## src/rtl/reg_file_2r1w_if.sv

```systemverilog
// Operand-fetch bus between decode/writeback and the register file.
// Master drives addresses and the writeback port; the register file returns operand data.
interface reg_file_2r1w_if #(
  parameter int N      = 32,
  parameter int ADDR_W = 5
);
  logic [ADDR_W-1:0] rd_addr0;
  logic [ADDR_W-1:0] rd_addr1;
  logic [N-1:0]      rd_data0;
  logic [N-1:0]      rd_data1;
  logic              wr_ena;
  logic [ADDR_W-1:0] wr_addr;
  logic [N-1:0]      wr_data;

  modport master (
    output rd_addr0, rd_addr1, wr_ena, wr_addr, wr_data,
    input  rd_data0, rd_data1
  );

  modport slave (
    input  rd_addr0, rd_addr1, wr_ena, wr_addr, wr_data,
    output rd_data0, rd_data1
  );
endinterface

```

## src/rtl/reg_file_2r1w.sv

```systemverilog
// 32-entry, 2-read/1-write register file with r0 hardwired to zero and write-to-read bypass.
// Reads are combinational (0 cycles), writes land on the next clk edge; no backpressure.
module reg_file_2r1w #(
  parameter int N      = 32,
  parameter int ADDR_W = 5
) (
  input  logic            clk,
  input  logic            rst,
  reg_file_2r1w_if.slave  rf
);
  localparam int NREG = 2 ** ADDR_W;

  logic [N-1:0] regs_q [NREG];
  logic [N-1:0] regs_d [NREG];
  logic         wr_act;
  logic         byp0;
  logic         byp1;

  // A write counts only when it will actually commit; the same term gates the bypass,
  // so a write colliding with reset is neither stored nor forwarded.
  always_comb begin
    wr_act = rf.wr_ena && (rf.wr_addr != '0) && !rst;
    regs_d = regs_q;
    regs_d[0] = '0;
    if (wr_act) begin
      regs_d[rf.wr_addr] = rf.wr_data;
    end
  end

  always_ff @(posedge clk) begin
    if (rst) begin
      for (int i = 0; i < NREG; i++) begin
        regs_q[i] <= '0;
      end
    end else begin
      regs_q <= regs_d;
    end
  end

  always_comb begin
    byp0 = wr_act && (rf.wr_addr == rf.rd_addr0);
    byp1 = wr_act && (rf.wr_addr == rf.rd_addr1);

    rf.rd_data0 = '0;
    if (rf.rd_addr0 != '0) begin
      rf.rd_data0 = byp0 ? rf.wr_data : regs_q[rf.rd_addr0];
    end

    rf.rd_data1 = '0;
    if (rf.rd_addr1 != '0) begin
      rf.rd_data1 = byp1 ? rf.wr_data : regs_q[rf.rd_addr1];
    end
  end
endmodule

```

## src/flat_wrapper.sv

```systemverilog
// flat-port wrapper written by rule: the top's interface ports become plain ports
module reg_file_2r1w_flat 
#(
  parameter int N      = 32,
  parameter int ADDR_W = 5
)
  (clk, rst, rf_rd_addr0, rf_rd_addr1, rf_wr_ena, rf_wr_addr, rf_wr_data, rf_rd_data0, rf_rd_data1);
  reg_file_2r1w_if #(.N(N), .ADDR_W(ADDR_W)) rf_i ();
  input  logic clk;
  input  logic rst;
  input wire logic [$bits(rf_i.rd_addr0)-1:0] rf_rd_addr0;
  input wire logic [$bits(rf_i.rd_addr1)-1:0] rf_rd_addr1;
  input wire logic [$bits(rf_i.wr_ena)-1:0] rf_wr_ena;
  input wire logic [$bits(rf_i.wr_addr)-1:0] rf_wr_addr;
  input wire logic [$bits(rf_i.wr_data)-1:0] rf_wr_data;
  output wire logic [$bits(rf_i.rd_data0)-1:0] rf_rd_data0;
  output wire logic [$bits(rf_i.rd_data1)-1:0] rf_rd_data1;
  assign rf_i.rd_addr0 = rf_rd_addr0;
  assign rf_i.rd_addr1 = rf_rd_addr1;
  assign rf_i.wr_ena = rf_wr_ena;
  assign rf_i.wr_addr = rf_wr_addr;
  assign rf_i.wr_data = rf_wr_data;
  assign rf_rd_data0 = rf_i.rd_data0;
  assign rf_rd_data1 = rf_i.rd_data1;
  reg_file_2r1w #(.N(N), .ADDR_W(ADDR_W)) u_core (.clk(clk), .rst(rst), .rf(rf_i));
endmodule
```

## config.mk

```make
export PLATFORM = sky130hd
export DESIGN_NAME = reg_file_2r1w_flat
export DESIGN_NICKNAME = d
export VERILOG_FILES = /design/src/rtl/reg_file_2r1w_if.sv /design/src/rtl/reg_file_2r1w.sv /design/src/flat_wrapper.sv
export SDC_FILE = /design/constraint.sdc
export NUM_CORES = 2
export LEC_CHECK = 0
export CAP_MARGIN = 20
export CORE_MARGIN = 8
export CORE_UTILIZATION = 29
export DETAILED_ROUTE_END_ITERATION = 10
export GPL_TIMING_DRIVEN = 0
export PLACE_DENSITY = 0.45
export REMOVE_ABC_BUFFERS = 1
export SETUP_SLACK_MARGIN = 0.05
export SYNTH_ARGS = -nofsm -noshare
export SYNTH_HDL_FRONTEND = slang
export SYNTH_SLANG_ARGS = --single-unit
```

## constraint.sdc

```tcl
create_clock -name clk -period 5 [get_ports clk]
set_clock_uncertainty 0.05 [all_clocks]
set_input_delay 1.5 -clock clk [delete_from_list [all_inputs] [get_ports clk]]
set_output_delay 1.5 -clock clk [all_outputs]
set_load 0.005 [all_outputs]
```

==> impl_metrics.tcl <==
set metrics [dict create \
    min_path_type "reg -> reg" \
    p_leak_nw 23.5 \
    async_reset_ff_frac 0 \
    vias_per_cell 5.88 \
    crit_path_end_kind "primary output" \
    crit_chain "buf_16 > buf_16 > buf_16 > nand3b_1 > buf_6 > buf_6 > o221ai_2 > or3_4 > o311a_4 > nor3_4 > buf_2" \
    slew_violations 0 \
    start_util 0.290 \
    grt_pass1_wl_um 367000 \
    crit_buf_inv 6 \
    drtIter0Drc 6514 \
    min-delay-start "u_core.regs_q[827]" \
    fin_util 0.377 \
    synth_compound_area_frac 0.116 \
    finalNetCount 5984 \
    synth_area_leaders "dfxtp_1, mux4_2, nand2_1, mux2i_1, a21oi_1" \
    rsz0062_at_grt "true" \
    vdd_ir_drop_max_uv 275 \
    grt_max_degree 138 \
    io_buffers 113 \
    dpl.hpwl_um 139000 \
    cts_sinks 1024 \
    crit_cells 11 \
    cts_buffer_depth 3 \
    max_freq_mhz 190 \
    status "finished with violations" \
    critical_path.top_delay_family "buffers and inverters" \
    violations "negative setup slack" \
    syn_inst 5836 \
    holdBufCountCts 0 \
    ys_warn_count 0 \
    netlist_area_mm2 0.0529 \
    seq_area_frac_synth 0.387 \
    drive_above_1_share 0.274 \
    routedWlPerCell_um 31.8 \
    htree_levels 3 \
    top_regs "u_core.regs_q: 1024 flops" \
    use_met3 0.0603 \
    powerDensity_mw_per_mm2 291 \
    cp.arrival_ns 3.70 \
    synth_top_family_by_area "multiplexers" \
    die_h_um 443 \
    gp_congestion 0.744 \
    drc 0 \
    grt.busiest_layer "met2" \
    vias 49500 \
    root_buffer "clkbuf_16" \
    top_register "u_core.regs_q" \
    overflow 0 \
    cts-buffers-inserted 117 \
    hold_viol 0 \
    yosysTopAreaCellShare 0.387 \
    dieArea_mm2 0.197 \
    grtUsageMet2 0.388 \
    antenna_found_initial 8 \
    cp_max_fo 8 \
    syn_avg_cell_area_um2 9.07 \
    ios 114 \
    crit_required_ns 3.45 \
    routed_wl_um 267000 \
    max_cap_violations 0 \
    clk_pin_slew_ns 0.05 \
    r2r_slack_ns 4.23 \
    crit_end "rf_rd_data0[1]" \
    synthMuxAreaShare 0.264 \
    synthFlopType "dfxtp_1" \
    synth.distinct_cells 47 \
    die_w_um 443 \
    worst_slew_pin_slew_ns 1.03 \
    critPathKind "in -> out" \
    setup_ws_ns -0.254 \
    critPathLaunchType "input port" \
    ant_nets 0 \
    rr_worst_depth 2 \
    firstDrtPassIters 5 \
    path_common_cell "buf_16" \
    area_growth_pct 29.6 \
    synth_top_area_cell "dfxtp_1" \
    core-area_mm2 0.182 \
    synth-adder-area-share 0 \
    whs_ns 0.412 \
    max_slew_margin 0.314 \
    synth-seq-cells 1024 \
    rows 157 \
    startpoint "rf_rd_addr0[1]" \
    insertion_delay_ns 0.75 \
    fin_crit_sh 1.05 \
    synth_edf_count 0 \
    synth-xor-area-share 0.00165 \
    setup_violations 53 \
    cts_tree "yes" \
    yosys.area_share.simple 0.172 \
    use_met1 0.346 \
    largest_reg_flops 1024 \
    rr_startpoint "u_core.regs_q[18]" \
    grt_usage 0.257 \
    grt_pass1_vias 46800 \
    critical_path.max_stage_delay_ns 0.43 \
    period_needed_ns 5.25 \
    worst_path_max_delay_cell "nor3_4" \
    r2r-end "u_core.regs_q[18]" \
]
==> synth_stat cells (2+ instances only) <==
| master | n |
|---|---|
| nand2_1 | 1170 |
| buf_12 | 4 |
| mux2_2 | 128 |
| buf_2 | 140 |
| nand3_1 | 292 |
| and2_1 | 2 |
| nor2b_1 | 2 |
| nand3b_1 | 7 |
| nor3_2 | 32 |
| xnor2_1 | 3 |
| xor2_1 | 7 |
| and2_0 | 5 |
| nand2b_1 | 8 |
| clkbuf_1 | 428 |
| or3_1 | 32 |
| dfxtp_1 | 1024 |
| and3_1 | 2 |
| nand4_1 | 2 |
| clkbuf_2 | 30 |
| buf_8 | 6 |
| buf_6 | 14 |
| a211oi_1 | 2 |
| nor3_1 | 127 |
| a221o_1 | 62 |
| or2_2 | 6 |
| nor2_1 | 470 |
| mux4_2 | 387 |
| a22oi_1 | 2 |
| o21ai_0 | 33 |
| a21oi_1 | 739 |
| nor3b_1 | 3 |
| buf_1 | 24 |
| o311a_1 | 31 |
| o221ai_1 | 63 |
| buf_4 | 31 |
| o22ai_1 | 124 |
| nor3b_2 | 2 |
| mux2i_1 | 383 |
==> per-layer routing <==
layer	part of all wire	vias up
met1	0.41	25000
met3	0.098	692
li1	-	21000
met2	0.44	2840
met4	0.053	2
met5	0.000049	-
==> placed cells by master (no fill, tap or decap), types with 9 or more instances in the layout <==
| cell type | netlist | routed |
|---|---|---|
| a21oi_1 | 739 | 737 |
| a221o_1 | 62 | 62 |
| and2_4 | 0 | 9 |
| buf_12 | 4 | 112 |
| buf_16 | 0 | 102 |
| buf_2 | 140 | 64 |
| buf_4 | 31 | 119 |
| buf_6 | 14 | 106 |
| buf_8 | 6 | 58 |
| bufbuf_16 | 0 | 17 |
| clkbuf_1 | 428 | 33 |
| clkbuf_16 | 0 | 126 |
| clkbuf_8 | 0 | 33 |
| clkdlybuf4s50_1 | 0 | 26 |
| clkinv_2 | 0 | 12 |
| conb_1 | 1 | 32 |
| dfxtp_1 | 1024 | 1024 |
| mux2_2 | 128 | 125 |
| mux2i_1 | 383 | 381 |
| mux4_2 | 387 | 387 |
| nand2_1 | 1170 | 1153 |
| nand2_4 | 0 | 10 |
| nand2b_4 | 0 | 10 |
| nand3_1 | 292 | 290 |
| nor2_1 | 470 | 431 |
| nor2_2 | 0 | 12 |
| nor2_4 | 0 | 27 |
| nor3_1 | 127 | 14 |
| nor3_2 | 32 | 100 |
| nor3_4 | 0 | 45 |
| o21ai_0 | 33 | 33 |
| o221ai_1 | 63 | 46 |
| o221ai_2 | 0 | 17 |
| o22ai_1 | 124 | 79 |
| o22ai_2 | 0 | 38 |
| o311a_4 | 0 | 27 |
| or3_4 | 0 | 29 |
==> layout make-up <==
type	instances	area, um^2
repair buffers	613	9330
fillers	18000	114000
clock buffers	185	3560
flip-flops and latches	1024	20500
clock inverters	23	353
multi-input cells	4177	31900
well taps	2385	2980
diodes	8	20.0
inverters	1	3.75
==> stage by stage <==
| stage | instance area [um^2] | power [mW] | std cells | setup TNS (ns) | setup WS, ns |
|---|---|---|---|---|---|
| 6_report | 68600 | 20.0 | 8416 | -5.17 | -0.254 |
| 5_1_grt | 68600 | 20.5 | 8412 | -6.97 | -0.221 |
| 4_1_cts | 67700 | 19.9 | 8370 | -4.61 | -0.233 |
| 3_5_place_dp | 58100 | 10.4 | 7873 | -145.56 | -2.59 |
| 3_3_place_gp | 54100 | 10.6 | 7688 | - | -44.67 |
| 2_1_floorplan | 50000 | 9.04 | 5190 | -1597.82 | -4.70 |
==> what timing repair did <==
action                                  in CTS  in global routing
cloned                                      61                  9
setup buffers                              231                 43
endpoints found under the setup margin      64                 64
gates resized for setup                    721                131
pin swaps                                  209                 93
==> power by group <==
part / switching (mW) / internal (mW) / leakage [nW]
clock network: 3.78 / 5.24 / 1.93
logic: 1.63 / 1.10 / 13.3
registers: 0.0298 / 8.20 / 8.26
total: 5.45 / 14.5 / 23.5
==> logic make-up after synthesis <==
kind of cell,count (synthesis)
AO/OA/AOI/OAI,1058
XOR/XNOR,10
buffers and inverters,678
flip-flops,1024
multiplexers,898
other,1
AND/OR/NAND/NOR,2167
==> worst register-to-register path: cells and delay by family (launching register included) <==
kind	cells	cell delay [ns]
compound gates	1	0.19
flops	1	0.36
simple gates	1	0.09
==> worst min path at each step <==
stage	cells past startpoint	endpoint
detailed placement	2	u_core.regs_q[827]
CTS	2	u_core.regs_q[827]
floorplan	2	u_core.regs_q[416]
global route	2	u_core.regs_q[957]
finish	2	u_core.regs_q[827]
global placement	2	u_core.regs_q[828]
(Power assumes the default switching activity.)
